$ cat config.mk
export PLATFORM = sky130hd
export DESIGN_NAME = lsu_subword
export DESIGN_NICKNAME = d
export VERILOG_FILES = /design/src/rtl/lsu_pkg.sv /design/src/rtl/lsu_load_ext.sv /design/src/rtl/lsu_subword.sv
export SDC_FILE = /design/constraint.sdc
export NUM_CORES = 1
export LEC_CHECK = 0
export ABC_AREA = 1
export CAP_MARGIN = 0
export CORE_AREA = 2 2 128 130
export DETAILED_ROUTE_END_ITERATION = 6
export DIE_AREA = 0 0 130 132
export MAX_ROUTING_LAYER = met4
export PLACE_DENSITY_LB_ADDON = 0.05
export SLEW_MARGIN = 10
export SYNTH_ARGS = -nofsm -noshare
export SYNTH_HDL_FRONTEND = slang
export SYNTH_SLANG_ARGS = --single-unit
$ cat constraint.sdc
create_clock -name clk -period 3.35 [get_ports clk]
set_clock_uncertainty 0.2 [all_clocks]
set_input_delay 0.8375 -clock clk [delete_from_list [all_inputs] [get_ports clk]]
set_output_delay 0.8375 -clock clk [all_outputs]
set_load 0.02 [all_outputs]
$ cat src/rtl/lsu_pkg.sv
// Shared definitions for the sub-word load/store unit: funct3 codes,
// FSM state encoding and the byte-lane mask helper.
package lsu_pkg;

    localparam logic [2:0] F3_B  = 3'b000;
    localparam logic [2:0] F3_H  = 3'b001;
    localparam logic [2:0] F3_W  = 3'b010;
    localparam logic [2:0] F3_BU = 3'b100;
    localparam logic [2:0] F3_HU = 3'b101;

    typedef enum logic {
        IDLE   = 1'b0,
        RMW_WR = 1'b1
    } state_t;

    // Byte lanes of a little-endian word touched by an access of the given
    // size at the given byte offset. Alignment is checked elsewhere.
    function automatic logic [3:0] lane_mask(input logic [2:0] funct3,
                                             input logic [1:0] offset);
        logic [3:0] mask;
        mask = 4'b0000;
        case (funct3)
            F3_B, F3_BU: mask = 4'b0001 << offset;
            F3_H, F3_HU: mask = offset[1] ? 4'b1100 : 4'b0011;
            F3_W:        mask = 4'b1111;
            default:     mask = 4'b0000;
        endcase
        return mask;
    endfunction

endpackage

$ cat src/rtl/lsu_load_ext.sv
// Combinational load path: picks the addressed byte/half out of the memory
// word and sign- or zero-extends it according to funct3.
module lsu_load_ext (
    input  logic [31:0] rdata,
    input  logic [1:0]  offset,
    input  logic [2:0]  funct3,
    output logic [31:0] load_data
);
    import lsu_pkg::*;

    logic [7:0]  byte_sel;
    logic [15:0] half_sel;

    // Lane select followed by extension; illegal funct3 yields zero.
    always_comb begin
        // NOTE: every output of a combinational block gets a default first so
        // that no path leaves it unassigned and infers a latch.
        load_data = '0;
        byte_sel  = 8'(rdata >> {offset, 3'b000});
        half_sel  = offset[1] ? rdata[31:16] : rdata[15:0];
        case (funct3)
            F3_B:    load_data = {{24{byte_sel[7]}}, byte_sel};
            F3_BU:   load_data = {24'h0, byte_sel};
            F3_H:    load_data = {{16{half_sel[15]}}, half_sel};
            F3_HU:   load_data = {16'h0, half_sel};
            F3_W:    load_data = rdata;
            default: load_data = '0;
        endcase
    end

endmodule

$ cat src/rtl/lsu_subword.sv
// Load/store unit in front of a word-only data memory. Loads and full-word
// stores complete in one cycle; byte/half stores are a two-cycle
// read-modify-write that stalls the core for the read cycle.
module lsu_subword #(
    parameter int ADDR_W = 32,
    parameter int XLEN   = 32
) (
    input  logic              clk,
    input  logic              rst,
    input  logic              req_valid,
    input  logic              req_we,
    input  logic [2:0]        req_funct3,
    input  logic [ADDR_W-1:0] req_addr,
    input  logic [XLEN-1:0]   req_wdata,
    output logic [XLEN-1:0]   load_data,
    output logic              stall,
    output logic              misaligned,
    output logic              mem_read,
    output logic              mem_write,
    output logic [ADDR_W-1:0] mem_addr,
    output logic [XLEN-1:0]   mem_wdata,
    input  logic [XLEN-1:0]   mem_rdata
);
    import lsu_pkg::*;

    state_t            state_q, state_d;
    logic [ADDR_W-1:0] wr_addr_q;
    logic [XLEN-1:0]   merged_q;

    logic              f3_legal, is_half, is_word;
    logic              req_eff, req_mis, req_ok, start_rmw;
    logic [ADDR_W-1:0] word_addr;
    logic [3:0]        mask;
    logic [XLEN-1:0]   wlanes, merged, ext_data;

    assign word_addr = {req_addr[ADDR_W-1:2], 2'b00};

    // Request decode: legality, size and alignment of the incoming op.
    always_comb begin
        is_half  = (req_funct3 == F3_H) || (req_funct3 == F3_HU);
        is_word  = (req_funct3 == F3_W);
        // Stores only have B/H/W forms; the unsigned codes are load-only.
        if (req_we)
            f3_legal = (req_funct3 == F3_B) || (req_funct3 == F3_H) || is_word;
        else
            f3_legal = (req_funct3 == F3_B) || (req_funct3 == F3_BU) || is_half || is_word;
        req_eff = req_valid && f3_legal;
        req_mis = req_eff && ((is_half && req_addr[0]) || (is_word && (req_addr[1:0] != 2'b00)));
        req_ok  = req_eff && !req_mis;
    end

    // Store merge: replicate the store data across lanes, then take the
    // masked lanes from it and the rest from the current memory word.
    always_comb begin
        mask   = lane_mask(req_funct3, req_addr[1:0]);
        wlanes = (req_funct3 == F3_B) ? {4{req_wdata[7:0]}} : {2{req_wdata[15:0]}};
        for (int i = 0; i < 4; i++)
            merged[8*i +: 8] = mask[i] ? wlanes[8*i +: 8] : mem_rdata[8*i +: 8];
    end

    lsu_load_ext u_load_ext (
        .rdata     (mem_rdata),
        .offset    (req_addr[1:0]),
        .funct3    (req_funct3),
        .load_data (ext_data)
    );

    // Next-state and output decode; reset forces every output low, which
    // also abandons a pending RMW write.
    always_comb begin
        state_d    = state_q;
        start_rmw  = 1'b0;
        load_data  = '0;
        stall      = 1'b0;
        misaligned = 1'b0;
        mem_read   = 1'b0;
        mem_write  = 1'b0;
        mem_addr   = '0;
        mem_wdata  = '0;
        if (!rst) begin
            case (state_q)
                IDLE: begin
                    misaligned = req_mis;
                    if (req_ok) begin
                        mem_addr = word_addr;
                        if (!req_we) begin
                            mem_read  = 1'b1;
                            load_data = ext_data;
                        end else if (is_word) begin
                            mem_write = 1'b1;
                            mem_wdata = req_wdata;
                        end else begin
                            mem_read  = 1'b1;
                            stall     = 1'b1;
                            start_rmw = 1'b1;
                            state_d   = RMW_WR;
                        end
                    end
                end
                RMW_WR: begin
                    mem_write = 1'b1;
                    mem_addr  = wr_addr_q;
                    mem_wdata = merged_q;
                    state_d   = IDLE;
                end
                default: state_d = IDLE;
            endcase
        end
    end

    // State register plus the captured RMW address and merged word.
    always_ff @(posedge clk) begin
        // NOTE: sequential state uses non-blocking assignments so every
        // register samples pre-edge values regardless of statement order.
        if (rst) begin
            state_q   <= IDLE;
            // NOTE: the RMW data registers are cleared too; they are only
            // consumed in RMW_WR, but a defined value keeps outputs clean.
            wr_addr_q <= '0;
            merged_q  <= '0;
        end else begin
            state_q <= state_d;
            if (start_rmw) begin
                wr_addr_q <= word_addr;
                merged_q  <= merged;
            end
        end
    end

endmodule

### Yosys cells after proc, flatten, opt, wreduce, memory -nomap -nowiden

Index checks and enable logic that the tools add are counted.
W data, S select, Z words.

* memories: 0
* latch bits: 0
* word-level logic and storage cells: 66
* bits in read-only memories: 0
* input bits: 103
* flip-flop bits (word level): 63
* output and inout port bits: 100
* bits in writable memories: 0

* multiply operators: 0
* bitwise logic cells: 1
* divide/modulo/power cells: 0
* add/sub/neg operators: 0
* magnitude comparators: 0
* mux-type cells: 39
* equality and inequality tests: 4
* reductions and logical operators: 17
* shift-type cells: 2

Operators by type and width (count)
* $mux W32: 11
* $pmux W32 S5: 1
* $pmux W32 S2: 2
* $mux W8: 4
* $shr A32 B5 Y8: 1
* $mux W1: 16
* $mux W16: 1
* $pmux W4 S3: 1
* $logic_or A1 B1 Y1: 7
* $eq A3 B3 Y1 const B: 2
* $logic_and A1 B1 Y1: 5
* $mux W4: 1
* $pmux W1 S2: 2
* $reduce_or A2 Y1: 2
* $shl A1 B2 Y4 const A: 1
* $eq A3 B1 Y1 const B: 1
* $eq A3 B2 Y1 const B: 1
* $logic_not A3 Y1: 1
* $reduce_bool A2 Y1: 1
* $logic_not A1 Y1: 1
* $not A1 Y1: 1

### Longest topological paths before layout

* depth after elaboration: 12
* gate-level depth with buffers: 11
* mapped depth without buffers: 9

### Hierarchy

Synthesis repeated with hierarchy kept, for this count alone.

* cells, all modules: 1111
* area total of the unflattened synthesis: 5959.5 µm²

By module, submodules not included
* lsu_subword: times used 1, cells an instance 895, sequential area each 1261.2 µm², area each 5032.3 µm²
* lsu_load_ext: times used 1, cells an instance 216, sequential area each 0.0 µm², area each 927.1 µm²

### Worst setup path after synthesis

No wires, ideal clock.

* kind: input to output
* start point: input port req_addr[1]
* end point: output port mem_addr[10]
* buffers on the path: 3
* setup slack: 0.162 ns
* cell stages on the path: 10
* data required time: 2.312 ns
* arrival time: 2.151 ns
* cell sequence: buf_2 inv_1 nand2_1 nand3_1 nand2_1 nor2_2 buf_2 buf_2 nand2_1 a21oi_1

* longest elaborated chain between the ends: 9

Ends and longest elaborated chain
* start, declared: line lsu_subword.sv:13 `input logic [ADDR_W-1:0] req_addr,`
* $reduce_bool A2 Y1: line lsu_subword.sv:48 `req_mis = req_eff && ((is_half && req_addr[0]) || (is_word && (req_addr[1:0] != 2'b00)));`
* $logic_and A1 B1 Y1: line lsu_subword.sv:48
* $logic_or A1 B1 Y1: line lsu_subword.sv:48
* $logic_and A1 B1 Y1: line lsu_subword.sv:48
* $logic_not A1 Y1: line lsu_subword.sv:49 `req_ok = req_eff && !req_mis;`
* $logic_and A1 B1 Y1: line lsu_subword.sv:49
* $mux W32: line lsu_subword.sv:84 `if (req_ok) begin`
* $pmux W32 S2: line lsu_subword.sv:81 `case (state_q)`
* $mux W32: line lsu_subword.sv:80 `if (!rst) begin`
* end, declared: line lsu_subword.sv:20 `output logic [ADDR_W-1:0] mem_addr,`

Every way passes these cells.

### Worst setup path in the final report

* start point: input port req_we
* end point: output port mem_addr[19]

* longest elaborated chain between the ends: 8

Ends and longest elaborated chain
* start, declared: line lsu_subword.sv:11 `input logic req_we,`
* $mux W1 (*): line lsu_subword.sv:43 `if (req_we)`
* $logic_and A1 B1 Y1 (*): line lsu_subword.sv:47 `req_eff = req_valid && f3_legal;`
* $logic_and A1 B1 Y1: line lsu_subword.sv:48
* $logic_not A1 Y1: line lsu_subword.sv:49
* $logic_and A1 B1 Y1 (*): line lsu_subword.sv:49
* $mux W32 (*): line lsu_subword.sv:84
* $pmux W32 S2 (*): line lsu_subword.sv:81
* $mux W32 (*): line lsu_subword.sv:80

Mark *: on every way between the ends. The rest lies on a longest branch, timed or not.

==> metrics list <==
- The flow ran to the end, and the final reports show no timing, DRC or antenna violations.
- DRC violations left: 0
* Clock insertion delay at the later pin of the skew report: between 300 and 400 ps
* DR pass1 iterations: 5
- The die is between 100 and 150 um tall.
* Worst hold slack: slightly above 300 ps
* Req. time, crit path: 2310 ps
- Relative to the synthesized area, the layout overhead comes to 55.7%.
- Finished layout cell area: about 8500 um2
* Worst path arrival time: between 2000 and 2500 ps
- Entering global routing, the biggest net connects 64 pins.
- TritonCTS built the clock tree.
* Area leader, netlist: dfxtp_1
- Counting the buffers created by CTS gives 9.
- In this run the worst path has a maximum fanout of 8.
* Share of Yosys cell area claimed by the top area cell type: 0.231
- In the routed layout, each cell is associated on average with a via count of 4.76.
- In this run, synthesis produced a sequential element count of 63.
- During synthesis, Yosys emitted a total of 0 warnings.
- The tightest min-delay check is of the reg -> reg type.
- The die covers 17200 um2.
- Number of hold-slack violations in the final timing report: 0
* Detailed-placement wirelength estimate: roughly 15000 um
- The number of hold buffers added after CTS was 0.
- Of the total power, combinational logic draws 0.300.
* Measured slew at the worst slew-check pin: 672 ps
- Once layout is complete, the utilization of the core stands at 0.542.
* Gr ovfl total: 0
- Counting flops with an async set or reset pin after synthesis yields a share of 0.
- Global placer's final weighted congestion: 0.931
* Proportion of synthesized chip area in sequential cells: 0.231
* IR Drop Worst-Case VDD: 0.195 mV
* Die X: between 100 and 150 um
- For this run, the post-layout net count is 1361.
- Maximum clock frequency: 305 MHz
* Top FF cell, synth: dfxtp_1
* Root buf cell: clkbuf_16
- Total net switching power: ~0.74 mW
* Max-cap violations: 0
- STA classifies the critical path endpoint as an output pin.
- Cell Pwr Density: 289 nW/um2
- Cells taking the most area after synthesis: dfxtp_1 (23%), nand2_1 (16%), a21oi_1 (14%)
* Post-layout min period: 3280 ps
- In the final routed layout, each cell accounts on average for ~14 um.
- Core Rows: 46
- Setup repair after global routing left no endpoint under its margin.
- In this run the tightest slew margin relative to its limit is 0.552.
- The placed instances occupy a cell area of around 8000 um2.
- The first global-routing pass estimated approximately 33000 um of wire.
* DP Cell Count: 1445
* Count of routing violations after the opening detailed-route iteration: 429
- After detailed routing, the total wire length is 21000 um.
* N_diodes: 0
* Average instance area after synthesis: roughly 5.5 um2
* Most common cell in the netlist: nand2_1
- Number of enable-type register cells in the synthesized netlist: 0
* Initial antenna violation count: 0
* Slew Viols, Final: 0
- Sequential fraction of design power: 0.319
- Via count of the first global-routing pass: 6370
- Share of cells above drive strength 1: 0.224
- Global-route usage over all layers: 0.246
- Hold-critical path depth: 4
* Antenna viol nets, final: 0
- CTS clock-pin slew for the worst setup and hold paths: 50 ps
- The share of total power dissipated in the clock network is 0.382.
* Max Buffers Root-to-Sink: 2
- Number of buffers inserted by port buffering: 200
- Of the total power, the share spent switching nets is 0.301.
* Post-Syn Instances: 1000
- Setup violations remaining at the end of the flow were counted as 0.
- For this configuration, the core starts out at a cell density of 0.348.
* Core Area: 15700 um2
- Critical setup path kind: in -> out
- In this run the number of H-tree levels came out at 3.
- Synth cell count leaders: nand2_1 (237), a21oi_1 (149), inv_1 (139)
* Post-route clock period utilization: 0.978
* Worst r2r path cells: 9
- Mapped Area: 5460 um2
* Via count: 7036
* Leakage power summed over all cells: approximately 4.2 nW
- In this run the count of I/O pins placed on the die edge is 203.
* Count of unique library cells instantiated by Yosys: 26
- TritonCTS sink count: 63
- Internal power comes to 1.72 mW.
- The finished layout holds 1479 standard cells, fillers aside.
- The worst setup path is launched from an input pin.
[power groups by stage]
stage | Clock (mW) | Combinational, mW | Sequential, mW
6_report | 0.938 | 0.736 | 0.783
5_1_grt | 0.994 | 0.809 | 0.785
4_1_cts | 0.959 | 0.715 | 0.783
3_5_place_dp | 0 | 0.702 | 0.799
3_3_place_gp | 0 | 0.702 | 0.798
2_1_floorplan | 0 | 0.348 | 0.797
[metal layers]
layer	track usage	up-vias	wire length [um]
met2	0.366	207	9420
met5	-	-	0
met4	0.0400	0	174
met3	0.0341	14	1020
met1	0.360	3126	10400
li1	-	3689	-
[critical path, stage by stage]
cell,delay (ps)
dlygate4sd2_1,250
a21boi_2,150
nand2_2,90
nor2_4,210
buf_12,150
buf_16,120
buf_6,90
nand2_1,60
a21oi_2,130
buf_4,150
[final timing paths]
path	from	endpoint	slack, ps
worst max-delay path	req_we	mem_addr[19]	70
worst min-delay path	wr_addr_q[7]	wr_addr_q[7]	300
worst max register to register	state_q	merged_q[18]	1130
worst min register to register	wr_addr_q[7]	wr_addr_q[7]	300
[flip-flops by register name (all words and copies together) (netlist names)]
signal     flops
merged_q      32
wr_addr_q     30
state_q        1
[what timing repair did]
| action | in CTS | in global routing |
|---|---|---|
| pin swaps | 4 | 10 |
| resized for setup | 413 | 75 |
| cloned | 3 | 3 |
| setup endpoints to repair | 98 | 98 |
| setup buffers | 8 | 4 |
[cells in the final DEF (no fill, tap or decap), types with 4 or more instances in the layout]
| master | synthesis | final |
|---|---|---|
| inv_1 | 139 | 134 |
| buf_12 | 0 | 8 |
| nand2_1 | 237 | 233 |
| nand4_1 | 16 | 16 |
| buf_6 | 6 | 9 |
| clkdlybuf4s50_1 | 0 | 92 |
| inv_2 | 3 | 7 |
| clkbuf_16 | 0 | 11 |
| dfxtp_1 | 63 | 62 |
| buf_2 | 29 | 72 |
| nand3b_1 | 30 | 30 |
| o21ai_0 | 73 | 71 |
| nand3_2 | 2 | 5 |
| nand2_2 | 0 | 4 |
| nand3_1 | 61 | 57 |
| a21oi_2 | 0 | 10 |
| a21oi_1 | 149 | 138 |
| a22oi_1 | 8 | 8 |
| buf_4 | 4 | 128 |
| nor2_1 | 128 | 125 |
[metrics by stage]
| step | power (mW) | worst slack [ps] | TNS (ps) |
|---|---|---|---|
| after global placement | 1.50 | -709 | -60830 |
| after floorplan | 1.15 | 162 | 0 |
| after global routing | 2.59 | 5.55 | 0 |
| final | 2.46 | 73.9 | 0 |
| after detailed placement | 1.50 | -751 | -62150 |
| after CTS | 2.46 | -31.7 | -54.5 |
[cells by family after synthesis]
logic type / Yosys count / synth area share
simple gates: 481 / 0.381
compound gates: 232 / 0.217
other cells: 1 / 0.000686
buf+inv: 223 / 0.171
flops: 63 / 0.231
[layout make-up]
type | count | area, um2
Clock inverter | 4 | 55.1
Tap cell | 216 | 270
Fill cell | 1728 | 7200
Multi-Input combinational cell | 715 | 3390
Clock buffer | 12 | 246
Sequential cell | 63 | 1260
Inverter | 142 | 536
Timing Repair Buffer | 327 | 2750
No activity file was read; power rests on OpenSTA's default activity.
